File: src/rtl/sub_seq_pkg.sv
// Shared segment geometry and flag bit positions for the pipelined subtractor.
package sub_seq_pkg;
    localparam int SEG0_W   = 8;
    localparam int SEG1_W   = 8;
    localparam int SEG0_LSB = 0;
    localparam int SEG1_LSB = 8;
    localparam int SEG2_LSB = 16;

    localparam int FLAG_ZERO = 0;
    localparam int FLAG_NEG  = 1;
    localparam int FLAG_OVF  = 2;
endpackage

File: src/rtl/sub_seq_seg.sv
// Combinational subtract segment: {b_out, d} = a - b - b_in.
module sub_seq_seg #(
    parameter int W = 8
) (
    input  logic [W-1:0] a_i,
    input  logic [W-1:0] b_i,
    input  logic         b_in_i,
    output logic [W-1:0] d_o,
    output logic         b_out_o
);
    assign {b_out_o, d_o} = {1'b0, a_i} - {1'b0, b_i} - (W+1)'(b_in_i);
endmodule

File: src/rtl/sub_seq_pipe.sv
// Elastic 3-segment borrow-ripple subtractor with valid/ready on both sides.
// Optional {ovf,neg,zero} flags output when SUB_SEQ_FLAGS_EN is defined.
module sub_seq_pipe
    import sub_seq_pkg::*;
#(
    parameter int WIDTH = 32
) (
    input  logic             clk,
    input  logic             rst_n,
    input  logic             in_valid,
    output logic             in_ready,
    input  logic [WIDTH-1:0] in1,
    input  logic [WIDTH-1:0] in2,
    output logic             out_valid,
    input  logic             out_ready,
    output logic [WIDTH-1:0] diff,
    output logic             borrow_out
`ifdef SUB_SEQ_FLAGS_EN
    ,
    output logic [2:0]       flags
`endif
);
    localparam int SEG2_W = WIDTH - SEG2_LSB;

    // vld_q[0]=operand regs, [1]=seg0 done, [2]=seg1 done, [3]=output regs
    logic [3:0] vld_q;
    logic [3:0] en;

    logic [WIDTH-1:0]        s1_a_q, s1_b_q;
    logic [WIDTH-1:SEG1_LSB] s2_a_q, s2_b_q;
    logic [SEG0_W-1:0]       s2_d_q;
    logic                    s2_bw_q;
    logic [WIDTH-1:SEG2_LSB] s3_a_q, s3_b_q;
    logic [SEG2_LSB-1:0]     s3_d_q;
    logic                    s3_bw_q;
    logic [WIDTH-1:0]        diff_q;
    logic                    borrow_q;

    logic [SEG0_W-1:0] seg0_d;
    logic [SEG1_W-1:0] seg1_d;
    logic [SEG2_W-1:0] seg2_d;
    logic              seg0_bo, seg1_bo, seg2_bo;
    logic [WIDTH-1:0]  diff_d;

    always_comb begin
        en    = '0;
        en[3] = !vld_q[3] | out_ready;
        for (int i = 2; i >= 0; i--)
            en[i] = !vld_q[i] | en[i+1];
    end

    assign in_ready   = en[0];
    assign out_valid  = vld_q[3];
    assign diff       = diff_q;
    assign borrow_out = borrow_q;

    sub_seq_seg #(.W(SEG0_W)) u_seg0 (
        .a_i(s1_a_q[SEG0_LSB +: SEG0_W]), .b_i(s1_b_q[SEG0_LSB +: SEG0_W]),
        .b_in_i(1'b0), .d_o(seg0_d), .b_out_o(seg0_bo)
    );
    sub_seq_seg #(.W(SEG1_W)) u_seg1 (
        .a_i(s2_a_q[SEG1_LSB +: SEG1_W]), .b_i(s2_b_q[SEG1_LSB +: SEG1_W]),
        .b_in_i(s2_bw_q), .d_o(seg1_d), .b_out_o(seg1_bo)
    );
    sub_seq_seg #(.W(SEG2_W)) u_seg2 (
        .a_i(s3_a_q), .b_i(s3_b_q),
        .b_in_i(s3_bw_q), .d_o(seg2_d), .b_out_o(seg2_bo)
    );

    assign diff_d = {seg2_d, s3_d_q};

    always_ff @(posedge clk or negedge rst_n) begin
        if (!rst_n) begin
            vld_q <= '0;
        end else begin
            if (en[0]) vld_q[0] <= in_valid;
            for (int i = 1; i < 4; i++)
                if (en[i]) vld_q[i] <= vld_q[i-1];
        end
    end

    // Data regs only load on a real entry so a bubble never disturbs held values.
    always_ff @(posedge clk or negedge rst_n) begin
        if (!rst_n) begin
            s1_a_q   <= '0;
            s1_b_q   <= '0;
            s2_a_q   <= '0;
            s2_b_q   <= '0;
            s2_d_q   <= '0;
            s2_bw_q  <= 1'b0;
            s3_a_q   <= '0;
            s3_b_q   <= '0;
            s3_d_q   <= '0;
            s3_bw_q  <= 1'b0;
            diff_q   <= '0;
            borrow_q <= 1'b0;
        end else begin
            if (en[0] && in_valid) begin
                s1_a_q <= in1;
                s1_b_q <= in2;
            end
            if (en[1] && vld_q[0]) begin
                s2_a_q  <= s1_a_q[WIDTH-1:SEG1_LSB];
                s2_b_q  <= s1_b_q[WIDTH-1:SEG1_LSB];
                s2_d_q  <= seg0_d;
                s2_bw_q <= seg0_bo;
            end
            if (en[2] && vld_q[1]) begin
                s3_a_q  <= s2_a_q[WIDTH-1:SEG2_LSB];
                s3_b_q  <= s2_b_q[WIDTH-1:SEG2_LSB];
                s3_d_q  <= {seg1_d, s2_d_q};
                s3_bw_q <= seg1_bo;
            end
            if (en[3] && vld_q[2]) begin
                diff_q   <= diff_d;
                borrow_q <= seg2_bo;
            end
        end
    end

`ifdef SUB_SEQ_FLAGS_EN
    logic [2:0] flags_q;
    logic [2:0] flags_d;

    // Operand MSBs ride along in the top-segment operand regs.
    always_comb begin
        flags_d            = '0;
        flags_d[FLAG_ZERO] = (diff_d == '0);
        flags_d[FLAG_NEG]  = diff_d[WIDTH-1];
        flags_d[FLAG_OVF]  = (s3_a_q[WIDTH-1] ^ s3_b_q[WIDTH-1]) &
                             (s3_a_q[WIDTH-1] ^ diff_d[WIDTH-1]);
    end

    always_ff @(posedge clk or negedge rst_n) begin
        if (!rst_n)
            flags_q <= '0;
        else if (en[3] && vld_q[2])
            flags_q <= flags_d;
    end

    assign flags = flags_q;
`endif
endmodule

File: config.mk
export PLATFORM = sky130hd
export DESIGN_NAME = sub_seq_pipe
export DESIGN_NICKNAME = d
export VERILOG_FILES = /design/src/rtl/sub_seq_pkg.sv /design/src/rtl/sub_seq_seg.sv /design/src/rtl/sub_seq_pipe.sv
export SDC_FILE = /design/constraint.sdc
export NUM_CORES = 1
export LEC_CHECK = 0
export BUFFER_PORTS_ARGS = -buffer_cell sky130_fd_sc_hd__buf_2
export CAP_MARGIN = 25
export CORE_ASPECT_RATIO = 1.4
export CORE_MARGIN = 5
export CORE_UTILIZATION = 50
export CTS_CLUSTER_SIZE = 28
export DETAILED_ROUTE_END_ITERATION = 10
export PLACE_DENSITY = 0.82
export SYNTH_ARGS = -nofsm -noshare
export SYNTH_HDL_FRONTEND = slang
export SYNTH_SLANG_ARGS = --single-unit
File: constraint.sdc
create_clock -name clk -period 3.6 [get_ports clk]
set_input_delay 0.72 -clock clk [delete_from_list [all_inputs] [get_ports clk]]
set_output_delay 0.72 -clock clk [all_outputs]
set_load 0.05 [all_outputs]
## Word level (Yosys, flattened, before mapping)

Index checks and enable logic that the tools add are counted.

| operators by class | value |
|---|---|
| add/subtract/negate cells | 5 |
| bitwise operators | 4 |
| reductions and logical operators | 8 |

Operator list:

| kind | count |
|---|---|
| $sub A8 B8 Y9 | 2 |
| $sub A16 B16 Y17 | 1 |
| $sub A17 B1 Y17 | 1 |
| $sub A9 B1 Y9 | 1 |
| $logic_and A1 B1 Y1 | 4 |
| $logic_not A1 Y1 | 4 |
| $or A1 B1 Y1 | 4 |

| word-level totals | value |
|---|---|
| register bits | 207 |
| bits of input ports | 68 |
| output and inout bits | 35 |
| logic and storage cells | 33 |

## Logic depth before layout (Yosys ltp)

Gate-level depths: netlist (run 1).

| logic depth | value |
|---|---|
| depth in word-level cells | 6 |
| mapped depth | 11 |
| gate-level depth less buffers | 10 |

## Hierarchy

A second synthesis (run 1) with hierarchy kept.

| second synthesis, totals | value |
|---|---|
| cell total of the unflattened synthesis | 771 |
| area total of the unflattened synthesis | 10267.3 um^2 |

By module, submodules not included:

| module | times used | cells an instance | area each (um^2) | sequential area each (um^2) |
|---|---|---|---|---|
| sub_seq_pipe | 1 | 445 | 7933.9 | 5180.0 |
| sub_seq_seg at u_seg2 | 1 | 174 | 1224.9 | 0.0 |
| sub_seq_seg at u_seg0 ... | 2 | 76 | 554.3 | 0.0 |

## Worst setup path before layout (run 1)

OpenSTA, ideal clock, no wires.

| path | value |
|---|---|
| path kind | input-to-reg |
| from | input port out_ready |
| to | register s1_a_q[0] |
| arrival time | 2.500 ns |
| data required time | 3.475 ns |
| path slack | 0.975 ns |
| stages on the path | 5 |
| cell sequence | nor2b_1 -> nand4_1 -> nand2_1 -> buf_2 -> mux2_2 |

| between the ends | value |
|---|---|
| longest elaborated chain between the ends | 5 |

Ends and longest elaborated chain:

| item | RTL line | RTL |
|---|---|---|
| from (decl) | sub_seq_pipe.sv:15 | `input logic out_ready,` |
| $or A1 B1 Y1 | sub_seq_pipe.sv:47 | `en[3] = !vld_q[3] \| out_ready;` |
| $or A1 B1 Y1 (3 in series) | sub_seq_pipe.sv:49 | `en[i] = !vld_q[i] \| en[i+1];` |
| net in_ready | sub_seq_pipe.sv:11 | `output logic in_ready,` |
| $logic_and A1 B1 Y1 | sub_seq_pipe.sv:98 | `if (en[0] && in_valid) begin` |
| to (signal assigned) | sub_seq_pipe.sv:99 | `s1_a_q <= in1;` |
| to (decl) | sub_seq_pipe.sv:29 | `logic [WIDTH-1:0] s1_a_q, s1_b_q;` |

The timed path passes the listed nets, and every way through them passes these cells.
A chain may end at the register's enable or synchronous reset.

## Worst setup path in the final report (run 1)

| path | value |
|---|---|
| from | register s3_a_q[16] (netlist name) |
| to | register diff_q[28], in the netlist diff[28] |

| between the ends | value |
|---|---|
| longest elaborated chain between the ends | 2 |

Ends and longest elaborated chain:

| item | RTL line | RTL |
|---|---|---|
| from (decl) | sub_seq_pipe.sv:33 | `logic [WIDTH-1:SEG2_LSB] s3_a_q, s3_b_q;` |
| from (signal assigned) | sub_seq_pipe.sv:109 | `s3_a_q <= s2_a_q[WIDTH-1:SEG2_LSB];` |
| $sub A16 B16 Y17 | sub_seq_seg.sv:11 | `assign {b_out_o, d_o} = {1'b0, a_i} - {1'b0, b_i} - (W+1)'(b_in_i);` |
| $sub A17 B1 Y17 | sub_seq_seg.sv:11 |  |
| to (signal assigned) | sub_seq_pipe.sv:115 | `diff_q <= diff_d;` |
| to (decl) | sub_seq_pipe.sv:36 | `logic [WIDTH-1:0] diff_q;` |

Every way passes these cells.

==> flow_summary.html, run 1 <==
<table>
<tr><th>Metric</th><th>Value</th></tr>
<tr><th colspan="2">Status</th></tr>
<tr><td>Run status</td><td>completed</td></tr>
<tr><th colspan="2">Logic synthesis</th></tr>
<tr><td>Area share of the largest cell type after synthesis</td><td>54.3%</td></tr>
<tr><td>Proportion of synthesized chip area in sequential cells</td><td>54.3%</td></tr>
<tr><td>Leading post-synthesis cells by cell area</td><td>sky130_fd_sc_hd__dfrtp_1, sky130_fd_sc_hd__mux2_2, sky130_fd_sc_hd__ha_1</td></tr>
<tr><td>Gate count after technology mapping</td><td>760</td></tr>
<tr><td>Number of enable flip-flop cells after synthesis</td><td>0</td></tr>
<tr><td>Avg Inst Size Synth</td><td>12.6 µm²</td></tr>
<tr><td>Synthesized flop and latch total</td><td>207</td></tr>
<tr><td>Library cell occupying the most area in the post-synthesis netlist</td><td>sky130_fd_sc_hd__dfrtp_1</td></tr>
<tr><td>Share of flip-flops with an asynchronous set or reset</td><td>100%</td></tr>
<tr><td>Ys flop type</td><td>sky130_fd_sc_hd__dfrtp_1</td></tr>
<tr><td>Post-synthesis cell area</td><td>9540 µm²</td></tr>
<tr><td>Count of different cell masters after synthesis</td><td>51</td></tr>
<tr><td>Total of warnings raised by yosys</td><td>0</td></tr>
<tr><td>Total nets after synthesis</td><td>885</td></tr>
<tr><th colspan="2">Final layout</th></tr>
<tr><td>Layout-stage area growth over the synthesis result</td><td>15.5%</td></tr>
<tr><td>Commonest non-fill, non-tap cell in the layout</td><td>sky130_fd_sc_hd__dfrtp_1</td></tr>
<tr><td>Net count of the finished layout</td><td>990</td></tr>
<tr><td>Footprint of the multi-input gates</td><td>3950 µm²</td></tr>
<tr><td>Filler instances</td><td>1542</td></tr>
<tr><td>Final design instance area without fill</td><td>11000 µm²</td></tr>
<tr><td>Register area</td><td>5180 µm²</td></tr>
<tr><td>Fraction of final layout cells sized beyond drive strength 1</td><td>36.9%</td></tr>
<tr><td>Highest-count cells in the layout ignoring fill and taps</td><td>sky130_fd_sc_hd__dfrtp_1, sky130_fd_sc_hd__mux2_2, sky130_fd_sc_hd__buf_2</td></tr>
<tr><th colspan="2">Power and ir drop</th></tr>
<tr><td>Net switching fraction of the power</td><td>38.8%</td></tr>
<tr><td>P_int</td><td>6.43 mW</td></tr>
<tr><td>Total chip power</td><td>10.5 mW</td></tr>
<tr><td>NetSw</td><td>4.08 mW</td></tr>
<tr><td>Proportion of power drawn by the clock network</td><td>20.2%</td></tr>
<tr><td>Power per cell area</td><td>954 nW/µm²</td></tr>
<tr><td>Sequential group share of total power</td><td>33.3%</td></tr>
<tr><td>Combinational power share</td><td>46.5%</td></tr>
<tr><td>Leakage power figure</td><td>5.23 nW</td></tr>
<tr><td>Highest ir drop seen on vdd</td><td>0.501 mV</td></tr>
<tr><th colspan="2">Timing</th></tr>
<tr><td>Final setup fails</td><td>0</td></tr>
<tr><td>Unrepaired setup endpoints after global routing</td><td>no</td></tr>
<tr><td>Sum Neg Setup Slack</td><td>0 ns</td></tr>
<tr><td>Time the worst path needs with I/O delays and setup</td><td>2.57 ns</td></tr>
<tr><td>Max Fclk</td><td>389 MHz</td></tr>
<tr><td>Post-Route Skew</td><td>0.0149 ns</td></tr>
<tr><td>Slew at the pin closest to its max-slew limit</td><td>0.991 ns</td></tr>
<tr><td>Number of hold violations in the final report</td><td>0</td></tr>
<tr><td>Relative slew slack</td><td>33.7%</td></tr>
<tr><td>Final setup slack of the worst path</td><td>1.03 ns</td></tr>
<tr><td>Crit share post-route</td><td>71.4%</td></tr>
<tr><td>Number of max-slew violations in the final report</td><td>0</td></tr>
<tr><th colspan="2">Detailed routing</th></tr>
<tr><td>Drc violations</td><td>0</td></tr>
<tr><td>Post-detailed-route count of antenna-violating nets</td><td>0</td></tr>
<tr><td>Vias after detailed routing</td><td>5746</td></tr>
<tr><td>Post-detailed-route via-to-cell ratio</td><td>5.12</td></tr>
<tr><td>Total routed wirelength</td><td>18000 µm</td></tr>
<tr><td>Number of iterations in the first detailed-routing pass</td><td>4</td></tr>
<tr><td>Wire length per cell</td><td>16.0 µm</td></tr>
<tr><td>Drt first-iter violations</td><td>251</td></tr>
<tr><th colspan="2">Setup path</th></tr>
<tr><td>Critical path startpoint category</td><td>register</td></tr>
<tr><td>Critical path buffers and inverters</td><td>1</td></tr>
<tr><td>Critical path fanouts, max</td><td>4</td></tr>
<tr><td>Cell occurring most often along the worst timing path</td><td>sky130_fd_sc_hd__fa_1</td></tr>
<tr><td>WP data arrival</td><td>2.99 ns</td></tr>
<tr><td>Worst Setup Path Type</td><td>register to register</td></tr>
<tr><td>Chain of cells forming the critical path</td><td>fa_1 -&gt; inv_1 -&gt; fa_1 -&gt; a21boi_0 -&gt; o21a_1 -&gt; o211ai_1 -&gt; nand2_1 -&gt; or4_1 -&gt; nand3_1</td></tr>
<tr><td>Critical Path RT</td><td>4.02 ns</td></tr>
<tr><td>Critical Path Sink Type</td><td>register</td></tr>
<tr><td>Cell family contributing the most delay on the critical path</td><td>simple AND/OR/NAND/NOR gates</td></tr>
<tr><td>Biggest cell delay along the critical path</td><td>0.49 ns</td></tr>
<tr><td>Cell type of the slowest stage on the worst timing path</td><td>sky130_fd_sc_hd__or4_1</td></tr>
<tr><th colspan="2">Clock network</th></tr>
<tr><td>Number of buffers added to fix hold violations after cts</td><td>0</td></tr>
<tr><td>Buffers inserted during post-CTS setup optimization</td><td>0</td></tr>
<tr><td>CTS tree</td><td>done</td></tr>
<tr><td>Root buffer selected by CTS</td><td>sky130_fd_sc_hd__clkbuf_16</td></tr>
<tr><td>Number of gates resized after CTS</td><td>0</td></tr>
<tr><td>Worst-case clock buffer depth</td><td>3</td></tr>
<tr><td>Clock insertion delay at the later pin of the skew report</td><td>0.49 ns</td></tr>
<tr><td>Clock slew seen by the registers of the worst setup and hold paths</td><td>0.06 ns</td></tr>
<tr><td>Clock sink total</td><td>207</td></tr>
<tr><td>Clock buffers created by TritonCTS</td><td>21</td></tr>
<tr><td>Total number of H-tree levels</td><td>1</td></tr>
<tr><th colspan="2">Floorplanning</th></tr>
<tr><td>Num rows</td><td>59</td></tr>
<tr><td>Core ar.</td><td>18700 µm²</td></tr>
<tr><td>Top-level port count</td><td>103</td></tr>
<tr><td>Starting utilization of the core area</td><td>51.1%</td></tr>
<tr><td>Vert. Die Dim</td><td>173 µm</td></tr>
<tr><td>Die span in x</td><td>127 µm</td></tr>
<tr><td>Die area</td><td>22000 µm²</td></tr>
<tr><th colspan="2">Global route</th></tr>
<tr><td>Via count of the first global-routing pass</td><td>6305</td></tr>
<tr><td>GRT Overall Usage</td><td>16.9%</td></tr>
<tr><td>First-pass GRT wire length</td><td>30600 µm</td></tr>
<tr><td>Maximum number of pins on one net before global-route repair</td><td>95</td></tr>
<tr><td>Overflow after GRT</td><td>0</td></tr>
<tr><td>Antenna violations before repair</td><td>1</td></tr>
<tr><th colspan="2">Placed design</th></tr>
<tr><td>DP HPWL</td><td>12600 µm</td></tr>
<tr><td>Number of port buffers</td><td>102</td></tr>
<tr><td>RePlAce Congestion</td><td>0.823</td></tr>
<tr><td>Area post-placement</td><td>10300 µm²</td></tr>
<tr><td>Setup Slack @ Placement</td><td>1.05 ns</td></tr>
<tr><th colspan="2">Hold path</th></tr>
<tr><td>Path category of the worst min-delay check</td><td>primary input to asynchronous set/reset pin</td></tr>
<tr><th colspan="2">Run</th></tr>
<tr><td>Max_cap viols</td><td>0</td></tr>
</table>
[cells in the mapped netlist (3+ instances only)]
master	n
sky130_fd_sc_hd__dfrtp_1	207
sky130_fd_sc_hd__mux2_2	168
sky130_fd_sc_hd__inv_1	82
sky130_fd_sc_hd__nand2_1	54
sky130_fd_sc_hd__ha_1	52
sky130_fd_sc_hd__o21ai_0	35
sky130_fd_sc_hd__xnor2_1	14
sky130_fd_sc_hd__buf_2	13
sky130_fd_sc_hd__a21oi_1	12
sky130_fd_sc_hd__clkbuf_1	11
sky130_fd_sc_hd__nor2_1	10
sky130_fd_sc_hd__o21a_1	9
sky130_fd_sc_hd__xor2_1	8
sky130_fd_sc_hd__nand2b_1	7
sky130_fd_sc_hd__o31ai_1	7
sky130_fd_sc_hd__nand3_1	6
sky130_fd_sc_hd__fa_1	5
sky130_fd_sc_hd__nor3_1	5
sky130_fd_sc_hd__a211oi_1	4
sky130_fd_sc_hd__a21o_1	4
sky130_fd_sc_hd__a21boi_0	3
sky130_fd_sc_hd__nand4_1	3
sky130_fd_sc_hd__nor2b_1	3
sky130_fd_sc_hd__o211ai_1	3
[routing by layer]
metal,part of all wire [%],vias up,GRT usage (%)
li1,-,2809,-
met1,38,2801,19.1
met2,55,101,31.8
met3,4.0,35,2.65
met4,3.4,0,6.22
met5,0,-,0
[kinds of logic after synthesis]
kind of cell	Yosys count	synth area share [%]
AO/OA/AOI/OAI	91	6.10
XOR/XNOR	22	2.02
adder cells (fa/ha/maj)	57	7.87
buffers and inverters	108	4.44
flip-flops	207	54.3
multiplexers	170	20.0
AND/OR/NAND/NOR	105	5.27
[sequential cells by signal (all words and copies together) (netlist names), 16 cells and up]
signal  flops
s3_d_q     16
s2_b_q     24
s1_a_q     32
s3_a_q     16
s2_a_q     24
s3_b_q     16
s1_b_q     32
diff       32
[stage by stage]
stage | hold slack (ns) | util [%] | std cells
final | 0.153 | 59.0 | 1123
after global placement | 0.456 | 55.4 | 1086
after detailed placement | 0.465 | 55.4 | 1086
after floorplan | 0.424 | - | 760
after CTS | 0.151 | 59.0 | 1122
after global routing | 0.170 | 59.0 | 1123
[worst paths after layout]
kind,startpoint,to,slack [ns],cells past startpoint
min in group clk,in1[23],s1_a_q[23]$_DFFE_PN0P_,0.46,2
worst max-delay path,s3_a_q[16]$_DFFE_PN0P_,diff[28]$_DFFE_PN0P_,1.03,9
max in group asynchronous,rst_n,s3_d_q[0]$_DFFE_PN0P_,2.60,2
worst min-delay path,rst_n,s1_a_q[21]$_DFFE_PN0P_,0.15,1
worst min register to register,s2_d_q[3]$_DFFE_PN0P_,s2_d_q[3]$_DFFE_PN0P_,0.47,2
worst max register to register,s3_a_q[16]$_DFFE_PN0P_,diff[28]$_DFFE_PN0P_,1.03,9
[layout make-up]
| cell class | instances | area share (%) |
|---|---|---|
| diodes | 1 | 0.0227 |
| repair buffers | 108 | 5.46 |
| inverters | 82 | 2.79 |
| well taps | 244 | 2.77 |
| clock inverters | 8 | 0.818 |
| multi-input cells | 445 | 35.8 |
| flip-flops and latches | 207 | 47.0 |
| clock buffers | 28 | 5.28 |
[power groups by stage]
stage	registers (mW)	logic, mW	clock network (mW)
final	3.50	4.89	2.12
after global routing	3.60	5.46	2.29
after CTS	3.52	4.93	2.19
after detailed placement	3.56	4.90	0
after global placement	3.52	4.73	0
after floorplan	4.06	3.23	0
No activity file was read; power rests on OpenSTA's default activity.
==> run 2, diff against run 1 <==
ABC_AREA = 1   (was not set)
clock period = 2.65 ns   (was 3.6 ns; I/O delays follow)
==> run 2 against run 1 <==
Fmax up 23%. Global-route usage up 1.5 points. Cell area up 2.2%. Worst setup slack worse by 0.47 ns. Worst hold slack worse by 0.092 ns. First-iteration DRC count up 63%. Largest cell class unchanged. Highest routed layer unchanged.
==> flow_summary.html, run 2 <==
<table>
<tr><th>Metric</th><th>Value</th></tr>
<tr><th colspan="2">Floorplanning</th></tr>
<tr><td>Core ar.</td><td>19200 µm²</td></tr>
<tr><td>Die area</td><td>22500 µm²</td></tr>
<tr><td>Starting utilization of the core area</td><td>50.9%</td></tr>
<tr><td>Top-level port count</td><td>103</td></tr>
<tr><td>Die span in x</td><td>128 µm</td></tr>
<tr><td>Vert. Die Dim</td><td>175 µm</td></tr>
<tr><td>Num rows</td><td>60</td></tr>
<tr><th colspan="2">Setup path</th></tr>
<tr><td>Critical path startpoint category</td><td>register</td></tr>
<tr><td>Critical Path RT</td><td>3.02 ns</td></tr>
<tr><td>Worst Setup Path Type</td><td>register to register</td></tr>
<tr><td>Critical path fanouts, max</td><td>3</td></tr>
<tr><td>WP data arrival</td><td>2.46 ns</td></tr>
<tr><td>Critical Path Sink Type</td><td>register</td></tr>
<tr><th colspan="2">Run</th></tr>
<tr><td>Max_cap viols</td><td>0</td></tr>
<tr><th colspan="2">Logic synthesis</th></tr>
<tr><td>Total of warnings raised by yosys</td><td>0</td></tr>
<tr><td>Count of different cell masters after synthesis</td><td>35</td></tr>
<tr><td>Share of flip-flops with an asynchronous set or reset</td><td>100%</td></tr>
<tr><td>Avg Inst Size Synth</td><td>8.80 µm²</td></tr>
<tr><td>Number of enable flip-flop cells after synthesis</td><td>0</td></tr>
<tr><td>Ys flop type</td><td>sky130_fd_sc_hd__dfrtp_1</td></tr>
<tr><td>Proportion of synthesized chip area in sequential cells</td><td>53.0%</td></tr>
<tr><td>Post-synthesis cell area</td><td>9780 µm²</td></tr>
<tr><td>Synthesized flop and latch total</td><td>207</td></tr>
<tr><td>Leading post-synthesis cells by cell area</td><td>sky130_fd_sc_hd__dfrtp_1, sky130_fd_sc_hd__nand2_1, sky130_fd_sc_hd__inv_1</td></tr>
<tr><td>Total nets after synthesis</td><td>1236</td></tr>
<tr><td>Area share of the largest cell type after synthesis</td><td>53.0%</td></tr>
<tr><td>Library cell occupying the most area in the post-synthesis netlist</td><td>sky130_fd_sc_hd__dfrtp_1</td></tr>
<tr><td>Leading cell types by count after synthesis</td><td>sky130_fd_sc_hd__nand2_1, sky130_fd_sc_hd__dfrtp_1, sky130_fd_sc_hd__inv_1, sky130_fd_sc_hd__o21ai_0</td></tr>
<tr><td>Gate count after technology mapping</td><td>1111</td></tr>
<tr><td>Most frequent cell after synthesis</td><td>sky130_fd_sc_hd__nand2_1</td></tr>
<tr><th colspan="2">Detailed routing</th></tr>
<tr><td>Post-detailed-route count of antenna-violating nets</td><td>0</td></tr>
<tr><td>Wire length per cell</td><td>13.5 µm</td></tr>
<tr><td>Total routed wirelength</td><td>19900 µm</td></tr>
<tr><td>Met2 Routed Length</td><td>10400 µm</td></tr>
<tr><td>Drt first-iter violations</td><td>409</td></tr>
<tr><td>Top layer in use</td><td>met4</td></tr>
<tr><td>Post-detailed-route via-to-cell ratio</td><td>4.89</td></tr>
<tr><td>Number of iterations in the first detailed-routing pass</td><td>5</td></tr>
<tr><td>Vias after detailed routing</td><td>7181</td></tr>
<tr><td>Met1 wire length</td><td>8260 µm</td></tr>
<tr><td>Drc violations</td><td>0</td></tr>
<tr><td>Met3 wire len</td><td>879 µm</td></tr>
<tr><th colspan="2">Global route</th></tr>
<tr><td>Via count of the first global-routing pass</td><td>7408</td></tr>
<tr><td>First-pass GRT wire length</td><td>34500 µm</td></tr>
<tr><td>Antenna violations before repair</td><td>0</td></tr>
<tr><td>Overflow after GRT</td><td>0</td></tr>
<tr><td>GRT Overall Usage</td><td>18.4%</td></tr>
<tr><td>Maximum number of pins on one net before global-route repair</td><td>79</td></tr>
<tr><th colspan="2">Power and ir drop</th></tr>
<tr><td>Total chip power</td><td>16.1 mW</td></tr>
<tr><td>Power per cell area</td><td>1430 nW/µm²</td></tr>
<tr><td>Highest ir drop seen on vdd</td><td>0.585 mV</td></tr>
<tr><td>Leakage power figure</td><td>6.06 nW</td></tr>
<tr><th colspan="2">Timing</th></tr>
<tr><td>Sum Neg Setup Slack</td><td>0 ns</td></tr>
<tr><td>Slew at the pin closest to its max-slew limit</td><td>0.850 ns</td></tr>
<tr><td>Post-Route Skew</td><td>0.0106 ns</td></tr>
<tr><td>Relative slew slack</td><td>43.3%</td></tr>
<tr><td>Number of hold violations in the final report</td><td>0</td></tr>
<tr><td>Final setup fails</td><td>0</td></tr>
<tr><td>Final Hold Slack</td><td>0.0605 ns</td></tr>
<tr><td>Max Fclk</td><td>479 MHz</td></tr>
<tr><td>Unrepaired setup endpoints after global routing</td><td>no</td></tr>
<tr><td>Crit share post-route</td><td>78.8%</td></tr>
<tr><td>Time the worst path needs with I/O delays and setup</td><td>2.09 ns</td></tr>
<tr><td>Number of max-slew violations in the final report</td><td>0</td></tr>
<tr><th colspan="2">Clock network</th></tr>
<tr><td>Root buffer selected by CTS</td><td>sky130_fd_sc_hd__clkbuf_16</td></tr>
<tr><td>Clock slew seen by the registers of the worst setup and hold paths</td><td>0.06 ns</td></tr>
<tr><td>Number of gates resized after CTS</td><td>0</td></tr>
<tr><td>CTS tree</td><td>done</td></tr>
<tr><td>Clock insertion delay at the later pin of the skew report</td><td>0.49 ns</td></tr>
<tr><td>Total number of H-tree levels</td><td>1</td></tr>
<tr><td>Number of buffers added to fix hold violations after cts</td><td>0</td></tr>
<tr><td>Worst-case clock buffer depth</td><td>3</td></tr>
<tr><td>Buffers inserted during post-CTS setup optimization</td><td>0</td></tr>
<tr><td>Clock buffers created by TritonCTS</td><td>21</td></tr>
<tr><td>Clock sink total</td><td>207</td></tr>
<tr><th colspan="2">Final layout</th></tr>
<tr><td>Highest-count cells in the layout ignoring fill and taps</td><td>sky130_fd_sc_hd__nand2_1, sky130_fd_sc_hd__dfrtp_1, sky130_fd_sc_hd__inv_1</td></tr>
<tr><td>Net count of the finished layout</td><td>1335</td></tr>
<tr><td>Commonest non-fill, non-tap cell in the layout</td><td>sky130_fd_sc_hd__nand2_1</td></tr>
<tr><td>Fraction of final layout cells sized beyond drive strength 1</td><td>13.4%</td></tr>
<tr><td>Footprint of the multi-input gates</td><td>3680 µm²</td></tr>
<tr><td>Final antenna diode count</td><td>0</td></tr>
<tr><td>Register area</td><td>5180 µm²</td></tr>
<tr><td>Filler instances</td><td>1663</td></tr>
<tr><td>Layout-stage area growth over the synthesis result</td><td>15.2%</td></tr>
<tr><th colspan="2">Placed design</th></tr>
<tr><td>RePlAce Congestion</td><td>0.866</td></tr>
<tr><td>DP HPWL</td><td>14300 µm</td></tr>
<tr><td>Number of port buffers</td><td>102</td></tr>
<tr><th colspan="2">Hold path</th></tr>
<tr><td>Path category of the worst min-delay check</td><td>primary input to asynchronous set/reset pin</td></tr>
<tr><th colspan="2">Status</th></tr>
<tr><td>Run status</td><td>completed</td></tr>
</table>
## run 2: where the power goes
part	total [mW]	internal (mW)	switching [mW]
combinational	8.07	2.81	5.26
sequential	4.96	4.35	0.606
clock	3.08	1.90	1.18
total	16.1	9.06	7.05
## run 2: cell type report
cell class / instances / area share (%)
Tap cell: 248 / 2.75
Sequential cell: 207 / 46.0
Multi-Input combinational cell: 677 / 32.7
Clock buffer: 26 / 5.01
Clock inverter: 9 / 1.37
Inverter: 191 / 6.37
Timing Repair Buffer: 112 / 5.83
## run 2: worst paths after layout
| kind | start | to | slack, ns | cells past startpoint |
|---|---|---|---|---|
| min reg2reg | s2_b_q[18]$_DFFE_PN0P_ | s3_b_q[18]$_DFFE_PN0P_ | 0.46 | 2 |
| min | rst_n | s1_a_q[11]$_DFFE_PN0P_ | 0.06 | 1 |
| max reg2reg | s3_bw_q$_DFFE_PN0P_ | diff[28]$_DFFE_PN0P_ | 0.56 | 14 |
| min in group clk | in1[9] | s1_a_q[9]$_DFFE_PN0P_ | 0.26 | 2 |
| max | s3_bw_q$_DFFE_PN0P_ | diff[28]$_DFFE_PN0P_ | 0.56 | 14 |
| max in group asynchronous | rst_n | diff[18]$_DFFE_PN0P_ | 1.87 | 2 |
## run 2: worst max-delay path, stage by stage (launching register included)
cell and delay (ns):
sky130_fd_sc_hd__dfrtp_1 0.36, sky130_fd_sc_hd__inv_1 0.12, sky130_fd_sc_hd__fa_1 0.24, sky130_fd_sc_hd__inv_1 0.08
sky130_fd_sc_hd__fa_1 0.39, sky130_fd_sc_hd__nand2_1 0.10, sky130_fd_sc_hd__nand2_1 0.05, sky130_fd_sc_hd__nand2_1 0.11
sky130_fd_sc_hd__nand2_1 0.07, sky130_fd_sc_hd__nand2_1 0.14, sky130_fd_sc_hd__nand2_1 0.09, sky130_fd_sc_hd__nand2_1 0.06
sky130_fd_sc_hd__nand2_1 0.04, sky130_fd_sc_hd__nand3_1 0.06, sky130_fd_sc_hd__nand2_1 0.05
## run 2: metal layers
metal / global-route usage, % / vias to the layer above
met5: 0 / -
met4: 4.82 / 0
met3: 2.34 / 26
met2: 33.6 / 120
met1: 22.7 / 3396
li1: - / 3639
## run 2: kinds of logic (layout without fill, tap and decap cells)
| logic type | Yosys count | count (layout) | share of synthesized area [%] |
|---|---|---|---|
| AOI/OAI and AO/OA | 165 | 165 | 8.59 |
| xor gates and xnor gates | 13 | 13 | 1.16 |
| DFF | 207 | 207 | 53.0 |
| buffers and inverters | 227 | 338 | 9.37 |
| muxes | 30 | 30 | 3.46 |
| and+or+nand+nor | 412 | 412 | 16.8 |
| adders and majority gates | 57 | 57 | 7.68 |
## run 2: metrics by stage
| stage | cells | cell area, µm² | util [%] | setup WS, ns |
|---|---|---|---|---|
| after floorplan | 1111 | 9780 | - | 0.531 |
| after global placement | 1435 | 10500 | 54.9 | 0.666 |
| after detailed placement | 1435 | 10500 | 54.9 | 0.612 |
| after CTS | 1470 | 11300 | 58.6 | 0.565 |
| after global routing | 1470 | 11300 | 58.6 | 0.410 |
| final | 1470 | 11300 | 58.6 | 0.562 |
==> run 3, diff against run 2 <==
clock period = 2.1 ns   (was 2.65 ns; I/O delays follow)
==> run 3 against run 2 <==
Fmax increased by 4.6%. Worst hold slack improved by 0.080 ns. Final cell count increased by 0.68%. Clock skew increased by 0.0034 ns. Critical path depth unchanged. Count of clock-buffer cells in the layout increased by 4. Clock power increased by 23%. Critical endpoint is now diff[27]$_DFFE_PN0P_. Largest power group unchanged. Highest routed layer unchanged.
==> flow_summary.html, run 3 (synthesized netlist as in run 2, its figures left out) <==
<table>
<tr><th>Metric</th><th>Value</th></tr>
<tr><th colspan="2">Power and ir drop</th></tr>
<tr><td>Total chip power</td><td>21.0 mW</td></tr>
<tr><td>Highest ir drop seen on vdd</td><td>0.731 mV</td></tr>
<tr><td>Power per cell area</td><td>1830 nW/µm²</td></tr>
<tr><td>Leakage power figure</td><td>6.10 nW</td></tr>
<tr><th colspan="2">Global route</th></tr>
<tr><td>First-pass GRT wire length</td><td>34000 µm</td></tr>
<tr><td>Maximum number of pins on one net before global-route repair</td><td>70</td></tr>
<tr><td>Antenna violations before repair</td><td>0</td></tr>
<tr><td>GRT Overall Usage</td><td>18.2%</td></tr>
<tr><td>Via count of the first global-routing pass</td><td>7270</td></tr>
<tr><td>Overflow after GRT</td><td>0</td></tr>
<tr><th colspan="2">Clock network</th></tr>
<tr><td>Total number of H-tree levels</td><td>1</td></tr>
<tr><td>Worst-case clock buffer depth</td><td>3</td></tr>
<tr><td>Clock sink total</td><td>207</td></tr>
<tr><td>Clock insertion delay at the later pin of the skew report</td><td>0.49 ns</td></tr>
<tr><td>Clock buffers created by TritonCTS</td><td>21</td></tr>
<tr><td>Clock slew seen by the registers of the worst setup and hold paths</td><td>0.06 ns</td></tr>
<tr><td>CTS tree</td><td>done</td></tr>
<tr><td>Root buffer selected by CTS</td><td>sky130_fd_sc_hd__clkbuf_16</td></tr>
<tr><th colspan="2">Timing</th></tr>
<tr><td>Unrepaired setup endpoints after global routing</td><td>yes</td></tr>
<tr><td>Slew at the pin closest to its max-slew limit</td><td>0.869 ns</td></tr>
<tr><td>Final setup slack of the worst path</td><td>0.104 ns</td></tr>
<tr><td>Number of hold violations in the final report</td><td>0</td></tr>
<tr><td>Number of max-slew violations in the final report</td><td>0</td></tr>
<tr><td>Final Hold Slack</td><td>0.140 ns</td></tr>
<tr><td>Max Fclk</td><td>501 MHz</td></tr>
<tr><td>Final setup fails</td><td>0</td></tr>
<tr><td>Crit share post-route</td><td>95.0%</td></tr>
<tr><td>Post-Route Skew</td><td>0.0139 ns</td></tr>
<tr><td>Time the worst path needs with I/O delays and setup</td><td>2.00 ns</td></tr>
<tr><td>Relative slew slack</td><td>42.1%</td></tr>
<tr><th colspan="2">Floorplanning</th></tr>
<tr><td>Die span in x</td><td>128 µm</td></tr>
<tr><td>Core ar.</td><td>19200 µm²</td></tr>
<tr><td>Num rows</td><td>60</td></tr>
<tr><td>Die area</td><td>22500 µm²</td></tr>
<tr><td>Vert. Die Dim</td><td>175 µm</td></tr>
<tr><td>Starting utilization of the core area</td><td>50.9%</td></tr>
<tr><td>Top-level port count</td><td>103</td></tr>
<tr><th colspan="2">Setup path</th></tr>
<tr><td>Crit Reg-Reg Startpoint</td><td>s3_b_q[16]$_DFFE_PN0P_</td></tr>
<tr><td>Count of cells along the worst register-to-register path</td><td>14</td></tr>
<tr><td>Critical path launch point</td><td>s3_b_q[16]$_DFFE_PN0P_</td></tr>
<tr><td>Biggest cell delay along the critical path</td><td>0.57 ns</td></tr>
<tr><td>Critical path startpoint category</td><td>register</td></tr>
<tr><td>WP data arrival</td><td>2.38 ns</td></tr>
<tr><td>Worst Setup Path Type</td><td>register to register</td></tr>
<tr><td>Cell occurring most often along the worst timing path</td><td>sky130_fd_sc_hd__nand2_1</td></tr>
<tr><td>Reg-to-Reg End</td><td>diff[27]$_DFFE_PN0P_</td></tr>
<tr><td>Critical Path RT</td><td>2.48 ns</td></tr>
<tr><td>FF-to-FF setup slack</td><td>0.10 ns</td></tr>
<tr><td>Critical path fanouts, max</td><td>3</td></tr>
<tr><td>Critical Path Sink Type</td><td>register</td></tr>
<tr><td>Chain of cells forming the critical path</td><td>inv_2 -&gt; fa_2 -&gt; inv_1 -&gt; ha_1 -&gt; inv_1 -&gt; nand2_1 -&gt; nand2_1 -&gt; nand2_2 -&gt; nand2_1 -&gt; nand2_2 -&gt; nand2_2 -&gt; nand3_1 -&gt; nand3_1 -&gt; nand2_1</td></tr>
<tr><td>CP endpoint</td><td>diff[27]$_DFFE_PN0P_</td></tr>
<tr><td>Cell type of the slowest stage on the worst timing path</td><td>sky130_fd_sc_hd__fa_2</td></tr>
<tr><th colspan="2">Detailed routing</th></tr>
<tr><td>Vias after detailed routing</td><td>7319</td></tr>
<tr><td>Wire length per cell</td><td>13.7 µm</td></tr>
<tr><td>Total routed wirelength</td><td>20300 µm</td></tr>
<tr><td>Drc violations</td><td>0</td></tr>
<tr><td>Post-detailed-route count of antenna-violating nets</td><td>0</td></tr>
<tr><td>Number of iterations in the first detailed-routing pass</td><td>6</td></tr>
<tr><td>Drt first-iter violations</td><td>399</td></tr>
<tr><td>Post-detailed-route via-to-cell ratio</td><td>4.95</td></tr>
<tr><th colspan="2">Final layout</th></tr>
<tr><td>Filler instances</td><td>1667</td></tr>
<tr><td>Final design instance area without fill</td><td>11400 µm²</td></tr>
<tr><td>Register area</td><td>5180 µm²</td></tr>
<tr><td>Commonest non-fill, non-tap cell in the layout</td><td>sky130_fd_sc_hd__nand2_1</td></tr>
<tr><td>Final antenna diode count</td><td>0</td></tr>
<tr><td>Net count of the finished layout</td><td>1343</td></tr>
<tr><td>Footprint of the multi-input gates</td><td>3800 µm²</td></tr>
<tr><td>Layout-stage area growth over the synthesis result</td><td>17.0%</td></tr>
<tr><td>Highest-count cells in the layout ignoring fill and taps</td><td>sky130_fd_sc_hd__nand2_1, sky130_fd_sc_hd__dfrtp_1, sky130_fd_sc_hd__inv_1</td></tr>
<tr><td>Fraction of final layout cells sized beyond drive strength 1</td><td>16.2%</td></tr>
<tr><th colspan="2">Run</th></tr>
<tr><td>Max_cap viols</td><td>0</td></tr>
<tr><th colspan="2">Hold path</th></tr>
<tr><td>Path category of the worst min-delay check</td><td>primary input to register</td></tr>
<tr><td>Hold Path Cell Cnt</td><td>2</td></tr>
<tr><th colspan="2">Placed design</th></tr>
<tr><td>Setup Slack @ Placement</td><td>0.0794 ns</td></tr>
<tr><td>RePlAce Congestion</td><td>0.859</td></tr>
<tr><td>Number of port buffers</td><td>102</td></tr>
<tr><td>DP HPWL</td><td>14300 µm</td></tr>
<tr><td>Area post-placement</td><td>10600 µm²</td></tr>
<tr><th colspan="2">Status</th></tr>
<tr><td>Run status</td><td>completed</td></tr>
</table>
## run 3: changes by cell type in the layout (fill, tap and decap cells not counted), moves of 4 or more
cell                      before  now
sky130_fd_sc_hd__nand2_1     319  309
sky130_fd_sc_hd__nand2_2       2   12
sky130_fd_sc_hd__buf_4         5   11
sky130_fd_sc_hd__ha_1         52   46
sky130_fd_sc_hd__a21oi_1      52   48
sky130_fd_sc_hd__a21oi_2       0    4
## run 3: routing by layer
layer	GRT usage [%]	share of wire, %	wire [µm]
met5	0	0	0
met2	32.4	51	10300
met1	23.1	42	8470
met4	5.62	2.6	532
met3	2.22	4.6	932
## run 3: repair_timing
| action | in CTS | in global routing |
|---|---|---|
| hold endpoints to repair | 41 | 0 |
| gates resized for setup | 0 | 30 |
| buffers inserted | 0 | 1 |
| endpoints found under the setup margin | 0 | 10 |
| hold buffers | 1 | 0 |
## run 3: layout make-up
cell class | instances | area share (%)
clock buffer | 30 | 5.33
tap | 248 | 2.71
sequential | 207 | 45.3
timing repair buffer | 120 | 6.40
multi-input combinational | 677 | 33.2
inverter | 191 | 6.27
clock inverter | 7 | 0.831
## run 3: report_power, final
group | switching (mW) | leakage, nW | internal, mW | total, mW
registers | 0.749 | 2.48 | 5.49 | 6.24
clock network | 1.52 | 0.344 | 2.27 | 3.79
logic | 7.07 | 3.28 | 3.88 | 10.9
total | 9.33 | 6.10 | 11.6 | 21.0
## run 3: critical path: cells and delay by family, from the launching register on
kind          cells  cell delay (ns)
buf+inv           3             0.15
simple gates      9             0.67
fa+ha+maj         2             0.73
flops             1             0.34
## run 3: worst min path at each step
| stage | end | slack [ns] | start |
|---|---|---|---|
| 4_1_cts | s1_a_q[11]$_DFFE_PN0P_ | 0.13 | in1[11] |
| 3_3_place_gp | s2_a_q[10]$_DFFE_PN0P_ | 0.38 | rst_n |
| 3_5_place_dp | s2_a_q[12]$_DFFE_PN0P_ | 0.38 | rst_n |
| 6_report | s1_a_q[11]$_DFFE_PN0P_ | 0.14 | in1[11] |
| 5_1_grt | s1_a_q[12]$_DFFE_PN0P_ | 0.14 | in1[12] |
| 2_1_floorplan | borrow_out$_DFFE_PN0P_ | 0.12 | rst_n |
## run 3: per-stage QoR
stage               setup TNS (ns)  instances  util, %
global placement                 0       1441     55.2
finish                           0       1480     59.5
detailed placement               0       1441     55.2
floorplan                        0       1111        -
global route               -0.0437       1480     59.5
CTS                              0       1479     58.9
